## config.mk

```make
export PLATFORM = sky130hd
export DESIGN_NAME = multicycle_cpu_ctrl
export DESIGN_NICKNAME = d
export VERILOG_FILES = /design/src/rtl/multicycle_cpu_ctrl_pkg.sv /design/src/rtl/multicycle_cpu_ctrl_timeout.sv /design/src/rtl/multicycle_cpu_ctrl.sv
export SDC_FILE = /design/constraint.sdc
export NUM_CORES = 1
export LEC_CHECK = 0
export CORE_MARGIN = 2
export CORE_UTILIZATION = 50
export CTS_BUF_LIST = sky130_fd_sc_hd__clkbuf_4 sky130_fd_sc_hd__clkbuf_8
export CTS_CLUSTER_SIZE = 8
export DETAILED_ROUTE_END_ITERATION = 7
export DONT_BUFFER_PORTS = 1
export GPL_TIMING_DRIVEN = 0
export PLACE_DENSITY = 0.67
export SETUP_SLACK_MARGIN = 0.5
export SYNTH_ARGS = -nofsm -noshare
export SYNTH_HDL_FRONTEND = slang
export SYNTH_SLANG_ARGS = --single-unit
```

## constraint.sdc

```tcl
create_clock -name i_clk -period 2.19 [get_ports i_clk]
set_input_delay 0.3285 -clock i_clk [delete_from_list [all_inputs] [get_ports i_clk]]
set_output_delay 0.3285 -clock i_clk [all_outputs]
set_load 0.1 [all_outputs]
```

## src/rtl/multicycle_cpu_ctrl_pkg.sv

```systemverilog
// Shared encodings for the multi-cycle MIPS control FSM: opcodes, function codes,
// and the select/fault code values driven onto the datapath.
package multicycle_cpu_ctrl_pkg;

    localparam logic [5:0] OP_RTYPE = 6'h00;
    localparam logic [5:0] OP_J     = 6'h02;
    localparam logic [5:0] OP_BEQ   = 6'h04;
    localparam logic [5:0] OP_ADDI  = 6'h08;
    localparam logic [5:0] OP_LW    = 6'h23;
    localparam logic [5:0] OP_SW    = 6'h2B;
    localparam logic [5:0] OP_HALT  = 6'h3F;

    localparam logic [5:0] FUNC_SYSCALL = 6'h0C;

    localparam logic [1:0] NPC_PC4    = 2'b00;
    localparam logic [1:0] NPC_BRANCH = 2'b01;
    localparam logic [1:0] NPC_JUMP   = 2'b10;

    localparam logic [1:0] REG_SRC_ALU = 2'b00;
    localparam logic [1:0] REG_SRC_MEM = 2'b01;
    localparam logic [1:0] REG_SRC_IMM = 2'b10;

    localparam logic [1:0] ALU_ADD  = 2'b00;
    localparam logic [1:0] ALU_SUB  = 2'b01;
    localparam logic [1:0] ALU_FUNC = 2'b10;

    localparam logic [1:0] FAULT_NONE    = 2'b00;
    localparam logic [1:0] FAULT_MEM_TMO = 2'b01;
    localparam logic [1:0] FAULT_ILLEGAL = 2'b10;

    // Opcodes that need an EXEC cycle after DECODE.
    function automatic logic needs_exec(input logic [5:0] op);
        return (op == OP_RTYPE) || (op == OP_LW) || (op == OP_SW) ||
               (op == OP_BEQ) || (op == OP_ADDI);
    endfunction

endpackage

```

## src/rtl/multicycle_cpu_ctrl_timeout.sv

```systemverilog
// Memory wait-state watchdog: counts consecutive un-acknowledged request cycles and
// flags the cycle in which one more wait would reach the TIMEOUT limit.
module mem_timeout_ctr #(
    parameter int TIMEOUT = 16
) (
    input  logic i_clk,
    input  logic i_rst,
    input  logic i_clear,
    input  logic i_count_en,
    output logic o_expired
);
    localparam int W = $clog2(TIMEOUT + 1);
    localparam logic [W-1:0] LAST = W'(TIMEOUT - 1);

    logic [W-1:0] r_cnt;

    always_ff @(posedge i_clk) begin
        if (i_rst || i_clear) begin
            r_cnt <= '0;
        end else if (i_count_en && (r_cnt != LAST)) begin
            r_cnt <= r_cnt + 1'b1;
        end
    end

    // Expired means this wait cycle is the TIMEOUT-th one; a ready in the same cycle still wins.
    assign o_expired = (r_cnt == LAST);

endmodule

```

## src/rtl/multicycle_cpu_ctrl.sv

```systemverilog
// Control FSM for the multi-cycle MIPS core: sequences fetch/decode/exec/mem/wb over the
// shared datapath, handles memory wait states, syscalls, halt/fault and activity counters.
module multicycle_cpu_ctrl
    import multicycle_cpu_ctrl_pkg::*;
#(
    parameter int TIMEOUT = 16,
    parameter int CNT_W   = 32
) (
    input  logic             i_clk,
    input  logic             i_rst,
    input  logic             i_run,
    input  logic [5:0]       i_opcode,
    input  logic [5:0]       i_func,
    input  logic             i_zero,
    input  logic             i_mem_ready,
    input  logic             i_sys_ack,
    output logic             o_mem_req,
    output logic             o_mem_we,
    output logic             o_mem_addr_sel,
    output logic             o_ir_write,
    output logic             o_pc_write,
    output logic [1:0]       o_npc_sel,
    output logic             o_reg_write,
    output logic             o_reg_dst,
    output logic [1:0]       o_reg_src,
    output logic             o_alu_src2,
    output logic [1:0]       o_alu_op,
    output logic             o_syscall,
    output logic             o_halt,
    output logic             o_fault,
    output logic [1:0]       o_fault_code,
    output logic [CNT_W-1:0] o_cycle_cnt,
    output logic [CNT_W-1:0] o_instr_cnt
);
    typedef enum logic [3:0] {
        S_IDLE, S_FETCH, S_DECODE, S_EXEC, S_MEM, S_WB, S_SYS, S_HALT, S_FAULT
    } state_t;

    state_t           r_state, w_state_next;
    logic [5:0]       r_opcode, r_func;
    logic [1:0]       r_fault_code, w_fault_code_next;
    logic [CNT_W-1:0] r_cycle_cnt, r_instr_cnt;
    logic             w_retire, w_active;
    logic             w_tmo_clear, w_tmo_count, w_tmo_expired;

    mem_timeout_ctr #(.TIMEOUT(TIMEOUT)) u_tmo (
        .i_clk      (i_clk),
        .i_rst      (i_rst),
        .i_clear    (w_tmo_clear),
        .i_count_en (w_tmo_count),
        .o_expired  (w_tmo_expired)
    );

    // Every entry into FETCH/MEM comes from a non-request cycle or a ready cycle, so this also clears on entry.
    assign w_tmo_clear = ~o_mem_req | i_mem_ready;
    assign w_tmo_count = o_mem_req & ~i_mem_ready;

    always_comb begin
        w_state_next      = r_state;
        w_fault_code_next = r_fault_code;
        w_retire          = 1'b0;
        o_mem_req         = 1'b0;
        o_mem_we          = 1'b0;
        o_mem_addr_sel    = 1'b0;
        o_ir_write        = 1'b0;
        o_pc_write        = 1'b0;
        o_npc_sel         = NPC_PC4;
        o_reg_write       = 1'b0;
        o_reg_dst         = 1'b0;
        o_reg_src         = REG_SRC_ALU;
        o_alu_src2        = 1'b0;
        o_alu_op          = ALU_ADD;
        o_syscall         = 1'b0;

        case (r_state)
            S_IDLE: begin
                if (i_run) w_state_next = S_FETCH;
            end
            S_FETCH: begin
                o_mem_req = 1'b1;
                if (i_mem_ready) begin
                    o_ir_write   = 1'b1;
                    o_pc_write   = 1'b1;
                    w_state_next = S_DECODE;
                end else if (w_tmo_expired) begin
                    w_state_next      = S_FAULT;
                    w_fault_code_next = FAULT_MEM_TMO;
                end
            end
            S_DECODE: begin
                if (i_opcode == OP_J) begin
                    o_pc_write = 1'b1;
                    o_npc_sel  = NPC_JUMP;
                    w_retire   = 1'b1;
                end else if (i_opcode == OP_HALT) begin
                    w_state_next = S_HALT;
                end else if (needs_exec(i_opcode)) begin
                    w_state_next = S_EXEC;
                end else begin
                    w_state_next      = S_FAULT;
                    w_fault_code_next = FAULT_ILLEGAL;
                end
            end
            S_EXEC: begin
                case (r_opcode)
                    OP_RTYPE: begin
                        o_alu_op     = ALU_FUNC;
                        w_state_next = (r_func == FUNC_SYSCALL) ? S_SYS : S_WB;
                    end
                    OP_LW, OP_SW: begin
                        o_alu_src2   = 1'b1;
                        w_state_next = S_MEM;
                    end
                    OP_ADDI: begin
                        o_alu_src2   = 1'b1;
                        w_state_next = S_WB;
                    end
                    OP_BEQ: begin
                        o_alu_op   = ALU_SUB;
                        o_pc_write = i_zero;
                        o_npc_sel  = NPC_BRANCH;
                        w_retire   = 1'b1;
                    end
                    default: begin
                        w_state_next      = S_FAULT;
                        w_fault_code_next = FAULT_ILLEGAL;
                    end
                endcase
            end
            S_MEM: begin
                o_mem_req      = 1'b1;
                o_mem_addr_sel = 1'b1;
                o_mem_we       = (r_opcode == OP_SW);
                if (i_mem_ready) begin
                    if (r_opcode == OP_SW) w_retire = 1'b1;
                    else                   w_state_next = S_WB;
                end else if (w_tmo_expired) begin
                    w_state_next      = S_FAULT;
                    w_fault_code_next = FAULT_MEM_TMO;
                end
            end
            S_WB: begin
                o_reg_write = 1'b1;
                o_reg_dst   = (r_opcode == OP_RTYPE);
                o_reg_src   = (r_opcode == OP_LW) ? REG_SRC_MEM : REG_SRC_ALU;
                w_retire    = 1'b1;
            end
            S_SYS: begin
                o_syscall = 1'b1;
                if (i_sys_ack) w_retire = 1'b1;
            end
            S_HALT, S_FAULT: begin
            end
            default: w_state_next = S_IDLE;
        endcase

        // The retiring cycle is also the instruction boundary where run is sampled.
        if (w_retire) w_state_next = i_run ? S_FETCH : S_IDLE;
    end

    assign w_active = (r_state != S_IDLE) && (r_state != S_HALT) && (r_state != S_FAULT);

    always_ff @(posedge i_clk) begin
        if (i_rst) begin
            r_state      <= S_IDLE;
            r_opcode     <= OP_RTYPE;
            r_func       <= '0;
            r_fault_code <= FAULT_NONE;
            r_cycle_cnt  <= '0;
            r_instr_cnt  <= '0;
        end else begin
            r_state      <= w_state_next;
            r_fault_code <= w_fault_code_next;
            if (r_state == S_DECODE) begin
                r_opcode <= i_opcode;
                r_func   <= i_func;
            end
            if (w_active) r_cycle_cnt <= r_cycle_cnt + 1'b1;
            if (w_retire) r_instr_cnt <= r_instr_cnt + 1'b1;
        end
    end

    assign o_halt       = (r_state == S_HALT);
    assign o_fault      = (r_state == S_FAULT);
    assign o_fault_code = r_fault_code;
    assign o_cycle_cnt  = r_cycle_cnt;
    assign o_instr_cnt  = r_instr_cnt;

endmodule

```

==> impl_metrics.json <==
{
  "p_sw_mw": 1.98,
  "fin_nets": 611,
  "slew_headroom_pct": 10.7,
  "cts_root_buf": "clkbuf_8",
  "r2r_start": "r_state[3]",
  "htree_levels": 3,
  "die_area_um2": 9490,
  "area_growth_pct": 45.6,
  "cts_sinks": 87,
  "p_int_mw": 2.93,
  "yosysWarnings": 0,
  "finalCriticalPeriod_ns": 2.75,
  "clk_latency_ns": 0.37,
  "grt_max_degree": 17,
  "clock_path_buffers": 2,
  "cp.arrival_ns": 3.03,
  "yosysSeqAreaShare_pct": 39.9,
  "pwr-share-comb_pct": 35.3,
  "fmax_ghz": 0.364,
  "vias_per_cell": 5.97,
  "yosysTopAreaCell": "dfxtp_1",
  "leakage_nw": 2.03,
  "synth_edf_count": 0,
  "port_buffers": 0,
  "cp-start-kind": "flip-flop",
  "remaining_drc_errors": 0,
  "p_seq_share_pct": 38.8,
  "worstPathRequired_ns": 2.48,
  "first_pass_iters": 5,
  "numCtsBuffers": 9,
  "antenna_found_initial": 0,
  "hpwl_um": 7780,
  "via_count": 4191,
  "rsz0062_at_grt": "yes",
  "max_cap_viol_count": 0,
  "fin_util_pct": 74.0,
  "power_density_nw_per_um2": 773,
  "cts_tree": "done",
  "core_area_um2": 8590,
  "finalCritPeriodShare_pct": 126,
  "reg2reg_depth": 14,
  "fin_skew_ns": 0.0163,
  "outcome": "finished, violations left",
  "failed_checks": "negative setup slack",
  "final_cell_mix": "nor2_1 (73), dfxtp_2 (45), xnor2_1 (33), dfxtp_4 (29)",
  "path_class": "reg2reg",
  "cp-endpoint": "o_fault_code[0]",
  "synth_nets": 547,
  "num_io_pins": 101,
  "synthCells": 525,
  "drtAntennaViolNets": 0,
  "crit_fanout": 4,
  "die_y_um": 97.4,
  "grtUsageTotal_pct": 24.5,
  "wl_um": 13200,
  "ys_seq_elements": 87,
  "hold_viol_final": 0,
  "wl_per_cell_um": 18.8,
  "hold_class": "in2reg",
  "place.gp.congestion": 0.845,
  "fin_cells": 702,
  "setup_ws_ns": -0.559,
  "crit_start": "r_state[3]",
  "die-width_um": 97.4,
  "slew_viol_final": 0,
  "reg2reg_slack_ns": -0.56,
  "p_sw_share_pct": 40.3,
  "syn-mean-instance-area_um2": 8.31,
  "synth.area.top_cells": "dfxtp_1 (40%), xnor2_1 (7.4%), nor2_1 (7.1%)",
  "async_reset_ff_share_pct": 0,
  "finalSetupTns_ns": -24.82,
  "grt_pass1_vias": 3794,
  "clkTransAtPathRegs_ns": 0.09,
  "initial_utilization_pct": 50.8,
  "num_antenna_cells": 0,
  "drtIter0Drc": 158,
  "setup_violations": 87,
  "ir_worst_vdd_v": 0.000476,
  "drive_above_1_share_pct": 47.8,
  "grt_pass1_wl_um": 19000,
  "power.total_mw": 4.91,
  "n_fill_cell": 600,
  "worstReg2RegEnd": "o_fault_code[0]",
  "num_rows": 34,
  "overflow": 0,
  "endpoint_kind": "flip-flop",
  "layout_commonest_cell": "nor2_1",
  "synth_cell_types": 51,
  "synth_top_area_share_pct": 39.9,
  "worst_pin_slew_ns": 1.33,
  "place_inst": 635,
  "synth_ff_type": "dfxtp_1",
  "clkPwrFrac_pct": 26.0,
  "synth.cell_area_um2": 4360
}
-- worst max-delay path, cell delays in order (launching register included) --
cell and delay (ns):
dfxtp_2 0.34, buf_6 0.10, buf_6 0.09, buf_6 0.10
buf_6 0.09, buf_6 0.09, buf_6 0.09, buf_6 0.12
inv_6 0.04, buf_6 0.11, a2111oi_0 0.98, a2111oi_4 0.15
o2111ai_2 0.18, a21oi_1 0.10, nor2_1 0.09
-- how the worst min path moves through the flow --
stage	startpoint	endpoint	slack [ns]	cells after the start
after floorplan	r_func[1]	r_func[1]	0.44	2
after global placement	r_func[1]	r_func[1]	0.44	2
after detailed placement	r_func[0]	r_func[0]	0.46	2
after CTS	i_opcode[3]	r_opcode[3]	0.09	2
after global routing	i_opcode[1]	r_opcode[1]	0.07	2
final	i_opcode[3]	r_opcode[3]	0.09	2
-- layer usage --
metal	track usage [%]	share of wire (%)	wire (um)
met5	0	0	0
met4	5.34	1.4	182
met3	9.28	7.1	937
met2	41.0	52	6830
met1	30.1	40	5230
-- power groups by stage --
stage	clock, mW	combinational [mW]	sequential (mW)
floorplan	0	0.929	1.89
global placement	0	1.06	1.91
detailed placement	0	1.06	1.91
CTS	1.30	1.28	1.88
global route	1.39	1.80	1.91
finish	1.28	1.73	1.90
-- registers in the layout (all words and copies together), names as in the netlist --
register,cells
r_opcode,6
o_fault_code,2
o_instr_cnt,32
u_tmo.r_cnt,5
o_cycle_cnt,32
r_state,4
r_func,6
-- synthesized netlist by cell type, types with 2 or more instances --
cell type / instances
nand2b_1: 3
nand4bb_1: 2
clkbuf_1: 23
nand4b_1: 2
nor4_1: 4
and4_1: 8
a211oi_1: 16
nor3_1: 8
a2111oi_4: 3
inv_1: 16
a31o_2: 2
a21boi_0: 2
a2111oi_0: 3
and2_1: 2
nor4b_2: 2
o21ai_0: 7
a2111oi_2: 3
dfxtp_1: 87
nor4b_1: 2
and3_1: 10
ha_1: 4
nand3_1: 29
or3_1: 8
buf_1: 2
xor2_1: 23
o2111ai_1: 2
buf_2: 5
nand2_1: 44
xnor2_1: 37
a21oi_1: 42
nor2_1: 83
nand4_1: 22
-- area by class of cell --
type | count | area, um2 | share of cell area (%)
multi-input cells | 390 | 3180 | 50.1
flip-flops and latches | 87 | 1910 | 30.0
repair buffers | 53 | 566 | 8.90
plain buffers | 32 | 264 | 4.15
well taps | 108 | 135 | 2.13
clock buffers | 10 | 131 | 2.07
clock inverters | 6 | 93.8 | 1.48
inverters | 16 | 76.3 | 1.20
-- timing repair --
action,CTS,global route
hold endpoints to repair,0,0
cloned,2,2
pin swaps,35,76
endpoints found under the setup margin,137,112
buffers inserted,22,23
resized for setup,125,134
hold buffers,0,0
-- stage by stage --
| step | hold WS [ns] | setup slack, ns | area, um2 |
|---|---|---|---|
| floorplan | 0.436 | -0.948 | 4620 |
| global placement | 0.444 | -1.13 | 4760 |
| detailed placement | 0.455 | -1.08 | 4800 |
| CTS | 0.0874 | -1.05 | 5590 |
| global route | 0.0717 | -0.618 | 6360 |
| finish | 0.0866 | -0.559 | 6360 |
-- logic make-up after synthesis --
| logic type | count (synthesis) | share of synthesized area [%] |
|---|---|---|
| other | 1 | 0.0859 |
| and+or+nand+nor | 239 | 28.0 |
| xor gates and xnor gates | 60 | 12.0 |
| muxes | 1 | 0.229 |
| DFF | 87 | 39.9 |
| buffers and inverters | 48 | 4.53 |
| AOI/OAI and AO/OA | 85 | 14.0 |
| adders and majority gates | 4 | 1.15 |
Note: power is estimated with default switching activity, not from simulation.
